==> config.mk <==
export PLATFORM = sky130hd
export DESIGN_NAME = id_ex_stage
export DESIGN_NICKNAME = d
export VERILOG_FILES = /design/src/rtl/rv32i_pkg.sv /design/src/rtl/imm_gen.sv /design/src/rtl/id_ex_stage.sv
export SDC_FILE = /design/constraint.sdc
export NUM_CORES = 1
export LEC_CHECK = 0
export BUFFER_PORTS_ARGS = -buffer_cell sky130_fd_sc_hd__buf_2
export CAP_MARGIN = 10
export CORE_AREA = 2 2 167 169
export CTS_BUF_LIST = sky130_fd_sc_hd__clkbuf_8
export DETAILED_ROUTE_END_ITERATION = 16
export DIE_AREA = 0 0 169 171
export PLACE_DENSITY = 0.67
export SETUP_SLACK_MARGIN = 0.3
export SYNTH_ARGS = -nofsm -noshare
export SYNTH_HDL_FRONTEND = slang
export SYNTH_SLANG_ARGS = --single-unit
==> constraint.sdc <==
create_clock -name clk -period 2.4 [get_ports clk]
set_input_delay 0.36 -clock clk [delete_from_list [all_inputs] [get_ports clk]]
set_output_delay 0.36 -clock clk [all_outputs]
set_load 0.02 [all_outputs]
==> src/rtl/rv32i_pkg.sv <==
// RV32I shared definitions: opcodes, ALU/branch codes and the ID/EX payload.
package rv32i_pkg;

    localparam int unsigned XLEN = 32;

    localparam logic [6:0] OP     = 7'b0110011;
    localparam logic [6:0] OP_IMM = 7'b0010011;
    localparam logic [6:0] LOAD   = 7'b0000011;
    localparam logic [6:0] STORE  = 7'b0100011;
    localparam logic [6:0] BRANCH = 7'b1100011;
    localparam logic [6:0] LUI    = 7'b0110111;
    localparam logic [6:0] AUIPC  = 7'b0010111;
    localparam logic [6:0] JAL    = 7'b1101111;
    localparam logic [6:0] JALR   = 7'b1100111;

    typedef enum logic [3:0] {
        ALU_ADD  = 4'b0000,
        ALU_SLL  = 4'b0001,
        ALU_SLT  = 4'b0010,
        ALU_SLTU = 4'b0011,
        ALU_XOR  = 4'b0100,
        ALU_SRL  = 4'b0101,
        ALU_OR   = 4'b0110,
        ALU_AND  = 4'b0111,
        ALU_SUB  = 4'b1000,
        ALU_SRA  = 4'b1001
    } alu_op_e;

    localparam logic [2:0] BR_EQ  = 3'b000;
    localparam logic [2:0] BR_NE  = 3'b001;
    localparam logic [2:0] BR_LT  = 3'b100;
    localparam logic [2:0] BR_GE  = 3'b101;
    localparam logic [2:0] BR_LTU = 3'b110;
    localparam logic [2:0] BR_GEU = 3'b111;

    typedef struct packed {
        logic            valid;
        logic [XLEN-1:0] pc;
        logic [XLEN-1:0] alu_a;
        logic [XLEN-1:0] alu_b;
        alu_op_e         alu_op;
        logic [2:0]      branch;
        logic [XLEN-1:0] rs1;
        logic [XLEN-1:0] rs2;
        logic [XLEN-1:0] imm;
        logic [4:0]      rd;
        logic            reg_write;
        logic            mem_read;
        logic            mem_write;
        logic            is_branch;
        logic            is_jal;
        logic            is_jalr;
        logic            illegal;
        logic [2:0]      funct3;
    } id_ex_t;

    // funct3/funct7[5] to ALU op; SUB exists only for register-register ops.
    function automatic alu_op_e alu_decode(input logic [2:0] funct3,
                                           input logic       f7b5,
                                           input logic       is_reg);
        alu_op_e op;
        op = ALU_ADD;
        case (funct3)
            3'b000:  op = (is_reg && f7b5) ? ALU_SUB : ALU_ADD;
            3'b001:  op = ALU_SLL;
            3'b010:  op = ALU_SLT;
            3'b011:  op = ALU_SLTU;
            3'b100:  op = ALU_XOR;
            3'b101:  op = f7b5 ? ALU_SRA : ALU_SRL;
            3'b110:  op = ALU_OR;
            default: op = ALU_AND;
        endcase
        return op;
    endfunction

endpackage

==> src/rtl/imm_gen.sv <==
// Combinational RV32I immediate generator; format chosen from the opcode.
module imm_gen
    import rv32i_pkg::*;
(
    input  logic [XLEN-1:0] instr,
    output logic [XLEN-1:0] imm_c
);

    always_comb begin
        imm_c = '0;
        case (instr[6:0])
            OP_IMM, LOAD, JALR: imm_c = {{20{instr[31]}}, instr[31:20]};
            STORE:              imm_c = {{20{instr[31]}}, instr[31:25], instr[11:7]};
            BRANCH:             imm_c = {{19{instr[31]}}, instr[31], instr[7],
                                         instr[30:25], instr[11:8], 1'b0};
            LUI, AUIPC:         imm_c = {instr[31:12], 12'b0};
            JAL:                imm_c = {{11{instr[31]}}, instr[31], instr[19:12],
                                         instr[20], instr[30:21], 1'b0};
            default:            imm_c = '0;
        endcase
    end

endmodule

==> src/rtl/id_ex_stage.sv <==
// RV32I decode-to-execute stage: decode, immediate, forwarding, operand select,
// load-use bubble insertion and the ID/EX pipeline register.
module id_ex_stage
    import rv32i_pkg::*;
(
    input  logic            clk,
    input  logic            rst_n,
    input  logic            id_valid,
    input  logic [XLEN-1:0] id_instr,
    input  logic [XLEN-1:0] id_pc,
    input  logic [XLEN-1:0] id_rs1_data,
    input  logic [XLEN-1:0] id_rs2_data,
    input  logic            stall,
    input  logic            flush,
    input  logic            mem_fwd_en,
    input  logic            wb_fwd_en,
    input  logic [4:0]      mem_rd,
    input  logic [4:0]      wb_rd,
    input  logic [XLEN-1:0] mem_fwd_data,
    input  logic [XLEN-1:0] wb_fwd_data,
    output logic            load_use_hazard,
    output logic            ex_valid,
    output logic [XLEN-1:0] ex_pc,
    output logic [XLEN-1:0] ex_alu_a,
    output logic [XLEN-1:0] ex_alu_b,
    output logic [3:0]      ex_alu_op,
    output logic [2:0]      ex_branch,
    output logic [XLEN-1:0] ex_rs1,
    output logic [XLEN-1:0] ex_rs2,
    output logic [XLEN-1:0] ex_imm,
    output logic [4:0]      ex_rd,
    output logic            ex_reg_write,
    output logic            ex_mem_read,
    output logic            ex_mem_write,
    output logic            ex_is_branch,
    output logic            ex_is_jal,
    output logic            ex_is_jalr,
    output logic            ex_illegal,
    output logic [2:0]      ex_funct3
);

    logic [6:0]      opcode;
    logic [4:0]      rd;
    logic [4:0]      rs1;
    logic [4:0]      rs2;
    logic [2:0]      funct3;
    logic [XLEN-1:0] imm;
    logic [XLEN-1:0] rs1_fwd;
    logic [XLEN-1:0] rs2_fwd;
    logic            uses_rs2;
    id_ex_t          dec;
    id_ex_t          ex_d;
    id_ex_t          ex_q;

    assign opcode = id_instr[6:0];
    assign rd     = id_instr[11:7];
    assign funct3 = id_instr[14:12];
    assign rs1    = id_instr[19:15];
    assign rs2    = id_instr[24:20];

    imm_gen u_imm_gen (
        .instr (id_instr),
        .imm_c (imm)
    );

    // Youngest producer wins; x0 is hardwired to zero regardless of bypass.
    function automatic logic [XLEN-1:0] fwd(input logic [4:0]      rs,
                                            input logic [XLEN-1:0] rf_data);
        logic [XLEN-1:0] v;
        v = rf_data;
        if (rs == 5'd0)
            v = '0;
        else if (mem_fwd_en && (mem_rd == rs))
            v = mem_fwd_data;
        else if (wb_fwd_en && (wb_rd == rs))
            v = wb_fwd_data;
        return v;
    endfunction

    assign rs1_fwd  = fwd(rs1, id_rs1_data);
    assign rs2_fwd  = fwd(rs2, id_rs2_data);
    assign uses_rs2 = (opcode == OP) || (opcode == STORE) || (opcode == BRANCH);

    assign load_use_hazard = id_valid && ex_q.valid && ex_q.mem_read && (ex_q.rd != 5'd0) &&
                             ((ex_q.rd == rs1) || (uses_rs2 && (ex_q.rd == rs2)));

    // Full decode of the ID instruction into an EX payload.
    always_comb begin
        dec           = '0;
        dec.valid     = 1'b1;
        dec.pc        = id_pc;
        dec.rs1       = rs1_fwd;
        dec.rs2       = rs2_fwd;
        dec.imm       = imm;
        dec.rd        = rd;
        dec.funct3    = funct3;
        dec.branch    = funct3;
        dec.alu_op    = ALU_ADD;
        dec.alu_a     = rs1_fwd;
        dec.alu_b     = rs2_fwd;
        case (opcode)
            OP: begin
                dec.reg_write = 1'b1;
                dec.alu_op    = alu_decode(funct3, id_instr[30], 1'b1);
            end
            OP_IMM: begin
                dec.reg_write = 1'b1;
                dec.alu_op    = alu_decode(funct3, id_instr[30], 1'b0);
                dec.alu_b     = imm;
            end
            LOAD: begin
                dec.reg_write = 1'b1;
                dec.mem_read  = 1'b1;
                dec.alu_b     = imm;
            end
            STORE: begin
                dec.mem_write = 1'b1;
                dec.alu_b     = imm;
            end
            BRANCH: begin
                if (funct3 == 3'b010 || funct3 == 3'b011)
                    dec.illegal   = 1'b1;
                else
                    dec.is_branch = 1'b1;
            end
            LUI: begin
                dec.reg_write = 1'b1;
                dec.alu_a     = '0;
                dec.alu_b     = imm;
            end
            AUIPC: begin
                dec.reg_write = 1'b1;
                dec.alu_a     = id_pc;
                dec.alu_b     = imm;
            end
            JAL: begin
                dec.reg_write = 1'b1;
                dec.is_jal    = 1'b1;
                dec.alu_a     = id_pc;
                dec.alu_b     = XLEN'(4);
            end
            JALR: begin
                dec.reg_write = 1'b1;
                dec.is_jalr   = 1'b1;
                dec.alu_a     = id_pc;
                dec.alu_b     = XLEN'(4);
            end
            default: dec.illegal = 1'b1;
        endcase
        if (rd == 5'd0)
            dec.reg_write = 1'b0;
    end

    // Bubble: kill validity and all control, keep datapath fields stable.
    function automatic id_ex_t bubble(input id_ex_t e);
        id_ex_t b;
        b           = e;
        b.valid     = 1'b0;
        b.reg_write = 1'b0;
        b.mem_read  = 1'b0;
        b.mem_write = 1'b0;
        b.is_branch = 1'b0;
        b.is_jal    = 1'b0;
        b.is_jalr   = 1'b0;
        b.illegal   = 1'b0;
        return b;
    endfunction

    // Update priority: flush > stall > load-use bubble > normal capture.
    always_comb begin
        ex_d = ex_q;
        if (flush)
            ex_d = bubble(ex_q);
        else if (stall)
            ex_d = ex_q;
        else if (load_use_hazard || !id_valid)
            ex_d = bubble(ex_q);
        else
            ex_d = dec;
    end

    always_ff @(posedge clk or negedge rst_n) begin
        if (!rst_n)
            ex_q <= '0;
        else
            ex_q <= ex_d;
    end

    assign ex_valid     = ex_q.valid;
    assign ex_pc        = ex_q.pc;
    assign ex_alu_a     = ex_q.alu_a;
    assign ex_alu_b     = ex_q.alu_b;
    assign ex_alu_op    = 4'(ex_q.alu_op);
    assign ex_branch    = ex_q.branch;
    assign ex_rs1       = ex_q.rs1;
    assign ex_rs2       = ex_q.rs2;
    assign ex_imm       = ex_q.imm;
    assign ex_rd        = ex_q.rd;
    assign ex_reg_write = ex_q.reg_write;
    assign ex_mem_read  = ex_q.mem_read;
    assign ex_mem_write = ex_q.mem_write;
    assign ex_is_branch = ex_q.is_branch;
    assign ex_is_jal    = ex_q.is_jal;
    assign ex_is_jalr   = ex_q.is_jalr;
    assign ex_illegal   = ex_q.illegal;
    assign ex_funct3    = ex_q.funct3;

endmodule

Word level (Yosys, flattened, before mapping)
Cells that the tools add are included.
{ "classes": {"n_eq_ne": 22, "n_mux": 27, "n_bitwise": 3, "reduce_logical": 28} }
{ "op_table": {"columns": ["operator", "n"], "rows": [
  ["215-bit two-way mux", 3],
  ["32-bit two-way mux", 6],
  ["32-bit case mux with 5 select lines", 1],
  ["32-bit case mux with 2 select lines", 2],
  ["4-bit case mux with 7 select lines", 2],
  ["5-bit == test", 6],
  ["7-bit by 6-bit == test with 1-bit output (second input constant)", 3],
  ["7-bit == test (second input constant)", 3],
  ["5-bit zero test", 3],
  ["7-bit by 5-bit == test with 1-bit output (second input constant)", 2],
  ["3-bit == test (second input constant)", 3],
  ["1-bit logical AND", 9],
  ["1-bit two-way mux", 9],
  ["4-bit two-way mux", 2],
  ["4-bit case mux with 2 select lines", 1],
  ["8-bit OR reduction", 1],
  ["7-bit by 2-bit == test with 1-bit output (second input constant)", 1],
  ["7-bit OR reduction", 1],
  ["3-bit by 2-bit == test with 1-bit output (second input constant)", 2],
  ["3-bit OR reduction", 2],
  ["1-bit logical OR", 5],
  ["5-bit nonzero test", 1],
  ["5-bit OR reduction", 1],
  ["2-bit OR reduction", 2],
  ["other kinds (7)", 9]
]} }
{ "word_totals": {"ff_bits": 212, "in_bits": 209, "wordCells": 97} }

Longest topological paths before layout
Gate-level depths: netlist of run 1.
{ "logic_depth": {"word_depth": 10, "ltp_mapped": 10, "depth_no_buf": 7} }

Modules after synthesis
From an unflattened synthesis of run 1, not the netlist that was laid out.
{ "unflattened": {"cells_unflattened": 1239, "hier_area_um2": 10816.6} }
{ "by_module_without_submodules": {"columns": ["module", "n_inst", "cells_each", "area_per_inst_um2", "seq_area_each_um2"], "rows": [
  ["id_ex_stage", 1, 1160, 10269.8, 5305.1],
  ["imm_gen", 1, 79, 546.8, 0.0]
]} }

Worst setup path before layout of run 1
No wires, ideal clock.
{ "synth_path": {"path_kind": "reg2reg", "from": "reg ex_q, in the netlist ex_rd[1]", "to": "reg ex_q, in the netlist ex_alu_b[25]", "setup_ns": 0.133, "t_arrival_ns": 2.065, "setup_slack_ns": 0.201, "path_stages_with_launch": 8, "path_buffers": 2, "synth_period_minus_slack_ns": 2.199, "path_cell_list": "dfrtp_1 -> or4_1 -> o2111ai_2 -> o21a_2 -> buf_6 -> buf_4 -> mux2i_1 -> o21ai_0"} }
{ "synth_between": {"elab_chain_len": 7, "word_cells_on_any_way": 10, "classes_between": "eq/ne (2); bitwise (1); reduce/logical (7)"} }
{ "synth_lines": {"columns": ["element", "line_no", "source"], "rows": [
  ["from (decl)", "id_ex_stage.sv:53", "id_ex_t ex_q;"],
  ["from (signal assigned)", "id_ex_stage.sv:184", "ex_q <= '0;"],
  ["from (signal assigned)", "id_ex_stage.sv:186", "ex_q <= ex_d;"],
  ["5-bit == test", "id_ex_stage.sv:85", "((ex_q.rd == rs1) || (uses_rs2 && (ex_q.rd == rs2)));"],
  ["1-bit logical AND", "id_ex_stage.sv:85", null],
  ["1-bit logical OR", "id_ex_stage.sv:85", null],
  ["1-bit logical AND (*)", "id_ex_stage.sv:84", "assign load_use_hazard = id_valid && ex_q.valid && ex_q.mem_read && (ex_q.rd != 5'd0) &&"],
  ["1-bit logical OR (*)", "id_ex_stage.sv:176", "else if (load_use_hazard || !id_valid)"],
  ["1-bit NOT (no source line) (*)", null, null],
  ["3-bit AND reduction (no source line) (*)", null, null]
]} }
Every way passes the cells marked *; elsewhere a longest branch is shown, timed or not.
A chain may end at the register's enable or synchronous reset.

Worst setup path after layout of run 1
{ "layout_path": {"from": "reg ex_q, in the netlist ex_rd[1]", "to": "out load_use_hazard"} }
{ "layout_between": {"elab_chain_len": 4, "word_cells_on_any_way": 7, "classes_between": "eq/ne (2); reduce/logical (5)"} }
{ "layout_lines": {"columns": ["element", "line_no", "source"], "rows": [
  ["5-bit == test", "id_ex_stage.sv:85", null],
  ["1-bit logical AND", "id_ex_stage.sv:85", null],
  ["1-bit logical OR", "id_ex_stage.sv:85", null],
  ["1-bit logical AND (*)", "id_ex_stage.sv:84", null],
  ["to (decl)", "id_ex_stage.sv:21", "output logic load_use_hazard,"]
]} }
Marked as above.

==> metrics.yaml, run 1 <==
grt_first_pass_wirelength_um: 71800
tightest_slew_ns: 0.965
grt_pass1_vias: 11400
cts_sinks: 212
path_class: "reg2out"
finalNonFillerCells: 2058
peakVddDrop_mv: 0.381
worstPathMaxFanout: 4
postSynth.asyncResetShare: 1.00
rr_startpoint: "ex_rd[1]"
drive_above_1_share: 0.428
max_freq_mhz: 388
worstHoldPathType: "in2reg"
critPathTopFamily: "simple AND/OR/NAND/NOR gates"
grt_setup_unrepaired: "true"
cp.required_ns: 2.04
cts_root_buf: "clkbuf_8"
synthesis.nets: 1351
cellLeakagePower_uw: 0.00828
initial_core_util: 0.390
drtAntennaViolNets: 0
dr.first_iter.drc_count: 1130
tns_ns: -7.80
wire_per_inst_um: 25.3
synthCells: 1142
period_minus_slack_ns: 2.58
numPlacedInstances: 1917
numCtsBuffers: 39
row_count: 61
wl_um: 52100
setup_slack_ns: -0.175
drc_errors: 0
overflow: 0
ys_seq_elements: 212
synth_flop_cell: "dfrtp_1"
max_stage_delay_ns: 0.55
hold_violations: 0
dieArea_um2: 28900
dp_hpwl_um: 34900
final_cell_mix: "buf_2 (422), nand2_1 (241), dfrtp_1 (209)"
die_x_um: 169
clk_path_buf_depth: 3
final_nets: 1891
maxCapViolCount: 0
path_cells: "or4_4, o2111ai_4, or2_4, inv_6, buf_16, buf_8"
routed_via_density: 5.81
crit_buf_inv: 3
avgSynthCellArea_um2: 9.32
cts_tree: "built"
grt_antenna_before_repair: 4
core_area_um2: 27300
clkLatencyLatePin_ns: 0.55
grt_usage: 0.331
status: "complete, but fails checks"
powerDensity_nw_per_um2: 680
globalplace.congestion: 0.974
vias: 12000
clk_pin_slew_worst_paths_ns: 0.06
hold_start: "id_pc[20]"
syn_area_um2: 10600
arrival_ns: 2.22
io_buffers: 424
area_delta_synth_final_pct: 54.4
violations: "negative setup slack"
pin_count: 425
die_h_um: 171
synth-warning-count: 0
seq_area_frac_synth: 0.498
finalCritPeriodShare: 1.07
h-tree-depth: 2
synth_edf_count: 0
slew_viol_final: 0
grt_max_degree: 74
slowest_stage: "or4_4"
fin_skew_ns: 0.0183
first_pass_iters: 6
endpoint_kind: "primary output"
slew_headroom: 0.355
crit_start: "ex_rd[1]"
final_common_cell: "buf_2"
start_kind: "register"
fillers: 2331
setup_viol: 108
ys_types: 60
post-place-ws_ns: -0.164
## per-layer routing
metal / vias to the layer above / part of all wire / global-route usage / wire, um
li1: 5191 / - / - / -
met1: 5785 / 0.39 / 0.427 / 20400
met2: 829 / 0.46 / 0.533 / 24100
met3: 147 / 0.098 / 0.0810 / 5080
met4: 2 / 0.049 / 0.144 / 2550
met5: - / 0.00013 / 0 / 7
## logic make-up (layout without fill, tap and decap cells)
| family | after synthesis | count (layout) | share of synthesized area |
|---|---|---|---|
| other cells | 0 | 3 | 0 |
| compound gates | 338 | 338 | 0.233 |
| mux | 12 | 12 | 0.0115 |
| flops | 212 | 212 | 0.498 |
| simple gates | 446 | 447 | 0.182 |
| buf+inv | 104 | 670 | 0.0508 |
| xor+xnor | 30 | 30 | 0.0247 |
## power by group
group	switching [uW]	total [uW]	internal, uW
Sequential	336	4420	4090
Clock	1660	3700	2030
Combinational	1840	3050	1210
## tightest hold or removal path, delay by kind of cell
family / cells / cell delay (ns)
buffers and inverters: 1 / 0.09
AND/OR/NAND/NOR: 2 / 0.09
## metrics by stage
stage | total power (uW) | area [um^2] | utilization | hold slack, ns
floorplan | 5920 | 10900 | - | 0.0644
global placement | 7230 | 14000 | 0.511 | 0.382
detailed placement | 7260 | 14000 | 0.511 | 0.383
CTS | 11100 | 15700 | 0.573 | 0.00174
global route | 11600 | 16400 | 0.601 | 0.0137
finish | 11200 | 16400 | 0.601 | 0.0301
## repair_timing
action | CTS | global route
gates cloned | 15 | 20
pin swaps | 24 | 7
setup endpoints to repair | 175 | 213
hold buffers | 3 | 0
setup buffers | 17 | 15
gates resized for setup | 64 | 67
hold endpoints to repair | 70 | 0
## cell usage after synthesis, types with 4 or more instances
cell       count  area (um^2)
and3_1         8         50.1
xnor2_1        8         70.1
a221o_1       33          330
a211oi_1      32          240
xor2_1        22          193
nor3_1         9         45.0
a22o_1        45          394
or3_1         12         75.1
nor4_1        34          213
nand2_1      245          920
inv_1          4         15.0
a31oi_1        6         37.5
nor2_1       103          387
a21boi_0      31          233
buf_6          5         56.3
dfrtp_1      212         5310
a22oi_1       17          128
buf_2         49          245
o21ai_1        7         35.0
o21ai_0       62          310
clkbuf_1      31          116
buf_4         13         97.6
a21oi_1       43          215
mux2i_1       10          100
o211ai_1      11         82.6
o31ai_1        5         37.5
and2_1        13         81.3
a211o_1       11         96.3
o2bb2ai_1     16          140
## registers in the layout, summed over array words and instances, names as in the netlist
signal	cells
ex_rd	5
ex_alu_b	32
ex_is_jalr	1
ex_rs1	32
ex_is_branch	1
ex_valid	1
ex_reg_write	1
ex_alu_a	32
ex_imm	32
ex_pc	32
ex_rs2	32
ex_mem_write	1
ex_mem_read	1
ex_is_jal	1
ex_funct3	3
ex_alu_op	4
ex_illegal	1
## final cells by class
cell class	instances	area [um^2]	share of cell area
sequential	212	5310	0.323
multi-input combinational	827	5220	0.318
timing repair buffer	597	4620	0.281
clock buffer	48	661	0.0402
tap	346	433	0.0263
clock inverter	20	155	0.00944
inverter	5	23.8	0.00145
antenna	3	7.51	0.000457
## final timing paths
check                                  end  slack (ns)  cells after the start
max                        load_use_hazard       -0.18                      6
min                              ex_pc[20]        0.03                      3
max reg2reg                    ex_alu_a[8]       -0.14                     10
min reg2reg                       ex_pc[9]        0.47                      2
max in group asynchronous     ex_alu_a[17]        1.32                      3
min in group asynchronous        ex_rs2[0]        0.39                      2
Note: power is estimated with default switching activity, not from simulation.
==> inputs of run 2 (changes only) <==
--- a/config.mk
+++ b/config.mk
@@ -5,13 +5,14 @@
 export SDC_FILE = /design/constraint.sdc
 export NUM_CORES = 1
 export LEC_CHECK = 0
+export ABC_AREA = 1
 export BUFFER_PORTS_ARGS = -buffer_cell sky130_fd_sc_hd__buf_2
 export CAP_MARGIN = 10
-export CORE_AREA = 2 2 167 169
+export CORE_MARGIN = 2
+export CORE_UTILIZATION = 45
 export CTS_BUF_LIST = sky130_fd_sc_hd__clkbuf_8
 export DETAILED_ROUTE_END_ITERATION = 16
-export DIE_AREA = 0 0 169 171
-export PLACE_DENSITY = 0.67
+export PLACE_DENSITY = 0.74
 export SETUP_SLACK_MARGIN = 0.3
 export SYNTH_ARGS = -nofsm -noshare
 export SYNTH_HDL_FRONTEND = slang
==> run 2 against run 1 <==
  * The flow now finishes without violations
  * Clock skew shrank 0.0027 ns
  * Cell count grew 21%
  * Synthesized cell count is 51% higher
  * Clock-buffer cell count shrank 2
  * Setup slack better by 0.55 ns
  * Routed wire length decreased by 7.3%
  * Sequential share of layout area grew 2.8 points
  * Non-clock buffer count decreased by 131
  * Register-to-register slack better by 0.58 ns
  * Critical path depth is 2 higher
  * Sequential power about the same
  * Critical path type unchanged
  * Largest cell class is now multi-input combinational cells
==> metrics.yaml, run 2 <==
path_class: "reg2out"
area_delta_synth_final_pct: 28.8
finalNonFillerCells: 2487
cp.required_ns: 2.04
stdcell_area_um2: 15100
crit_start: "ex_rd[4]"
powerDensity_nw_per_um2: 709
critPathTopFamily: "flip-flops"
rr_startpoint: "ex_rd[4]"
period_minus_slack_ns: 2.02
numCtsBuffers: 38
ys_types: 31
vias: 13500
dp_hpwl_um: 35600
globalplace.congestion: 0.964
worstHoldPathType: "in2reg"
clk_pin_slew_worst_paths_ns: 0.06
synth_flop_cell: "dfrtp_1"
die_h_um: 166
final_cell_mix: "nand2_1 (821), buf_2 (422), nand3_1 (228)"
ys_top_cells_by_count: "nand2_1 (824), nand3_1 (230), dfrtp_1 (212), nor2_1 (155), buf_2 (63)"
wire_per_inst_um: 19.4
final_nets: 2325
reg2reg_setup_slack_ns: 0.44
synth-warning-count: 0
cts_sinks: 212
hold_start: "id_pc[25]"
grt_antenna_before_repair: 9
drc_errors: 0
synthCells: 1719
final_common_cell: "nand2_1"
maxCapViolCount: 0
path_cells: "xnor2_2, nand2_1, nor2_1, nand2_1, nand2_2, nand2_4, inv_2, buf_6"
dieArea_um2: 27400
synth.area.top_cells: "dfrtp_1 (45%), nand2_1 (26%), nand3_1 (9.8%), nor2_1 (5.0%), buf_2 (2.7%)"
cp_common_cell: "nand2_1"
grt_pass1_vias: 12600
clkLatencyLatePin_ns: 0.53
max_stage_delay_ns: 0.46
ys_seq_elements: 212
first_pass_iters: 6
hold_violations: 0
grt_max_degree: 86
fin_skew_ns: 0.0156
yosysTopAreaCell: "dfrtp_1"
drtAntennaViolNets: 0
routed_via_density: 5.41
die_x_um: 166
slew_viol_final: 0
peakVddDrop_mv: 0.426
status: "finished clean"
postPlaceCellArea_um2: 14300
seq_area_frac_synth: 0.452
postSynth.asyncResetShare: 1.00
cts_root_buf: "clkbuf_8"
cellLeakagePower_uw: 0.00894
finalCritPeriodShare: 0.843
grt_usage: 0.342
syn_area_um2: 11700
tns_ns: 0
initial_core_util: 0.455
crit_buf_inv: 2
endpoint_kind: "primary output"
start_kind: "register"
arrival_ns: 1.66
row_count: 59
overflow: 0
io_buffers: 424
tightest_slew_ns: 1.06
synthesis.nets: 1928
numPlacedInstances: 2404
synth.most_common_cell: "nand2_1"
clk_path_buf_depth: 3
dr.first_iter.drc_count: 1510
netlist.area_leader.share: 0.452
max_freq_mhz: 494
slew_headroom: 0.289
grt_first_pass_wirelength_um: 70900
fillers: 2501
setup_viol: 0
drive_above_1_share: 0.255
synth_edf_count: 0
h-tree-depth: 2
cts_tree: "built"
grt_setup_unrepaired: "true"
pin_count: 425
worstPathMaxFanout: 5
core_area_um2: 25800
avgSynthCellArea_um2: 6.83
slowest_stage: "dfrtp_2"
wl_um: 48300
run 2: power by group:
part / switching, uW / internal, uW
sequential: 327 / 4090
clock: 1520 / 1940
combinational: 1900 / 938
run 2: path summary, 6_finish.rpt:
check	to	cells past startpoint
worst max-delay path	load_use_hazard	8
worst min-delay path	ex_pc[25]	3
worst max register to register	ex_rs1[6]	12
worst min register to register	ex_pc[9]	2
max in group asynchronous	ex_rs1[14]	3
min in group asynchronous	ex_alu_b[10]	2
run 2: what timing repair did:
item                                    CTS  global route
buffers inserted                          5             1
endpoints found under the setup margin    1             1
hold buffers                              1             0
resized for setup                         7             3
pin swaps                                 1             3
hold endpoints to repair                 56             0
run 2: stage by stage:
stage | util | hold slack, ns | setup WS, ns | power, uW
2_1_floorplan | - | 0.0644 | 0.759 | 5990
3_3_place_gp | 0.552 | 0.333 | 0.173 | 7220
3_5_place_dp | 0.552 | 0.330 | 0.107 | 7260
4_1_cts | 0.584 | 0.0320 | 0.323 | 10700
5_1_grt | 0.586 | 0.0533 | 0.259 | 11200
6_report | 0.586 | 0.0531 | 0.377 | 10700
run 2: final cells by class:
cell class,instances,area [um^2],area share
diodes,10,25.0,0.00165
clock buffers,46,633,0.0418
clock inverters,20,134,0.00885
inverters,44,165,0.0109
multi-input cells,1354,5750,0.380
flip-flops and latches,212,5310,0.351
well taps,335,419,0.0277
repair buffers,466,2690,0.178
run 2: metal layers:
metal  vias to the layer above  global-route usage  routed length (um)
li1                       6255                   -                   -
met2                       762               0.548               22300
met4                         0               0.189                2910
met3                       177              0.0802                4480
met1                      6256               0.427               18500
met5                         -                   0                   0
run 2: kinds of logic after synthesis:
family,after synthesis,share of synthesized area
XOR/XNOR,10,0.00745
AO/OA/AOI/OAI,104,0.0455
AND/OR/NAND/NOR,1240,0.429
buffers and inverters,153,0.0668
flip-flops,212,0.452
run 2: worst min-delay path: stages:
cell and delay, ns:
buf_2 0.09, nand2_1 0.05, nand2_1 0.04
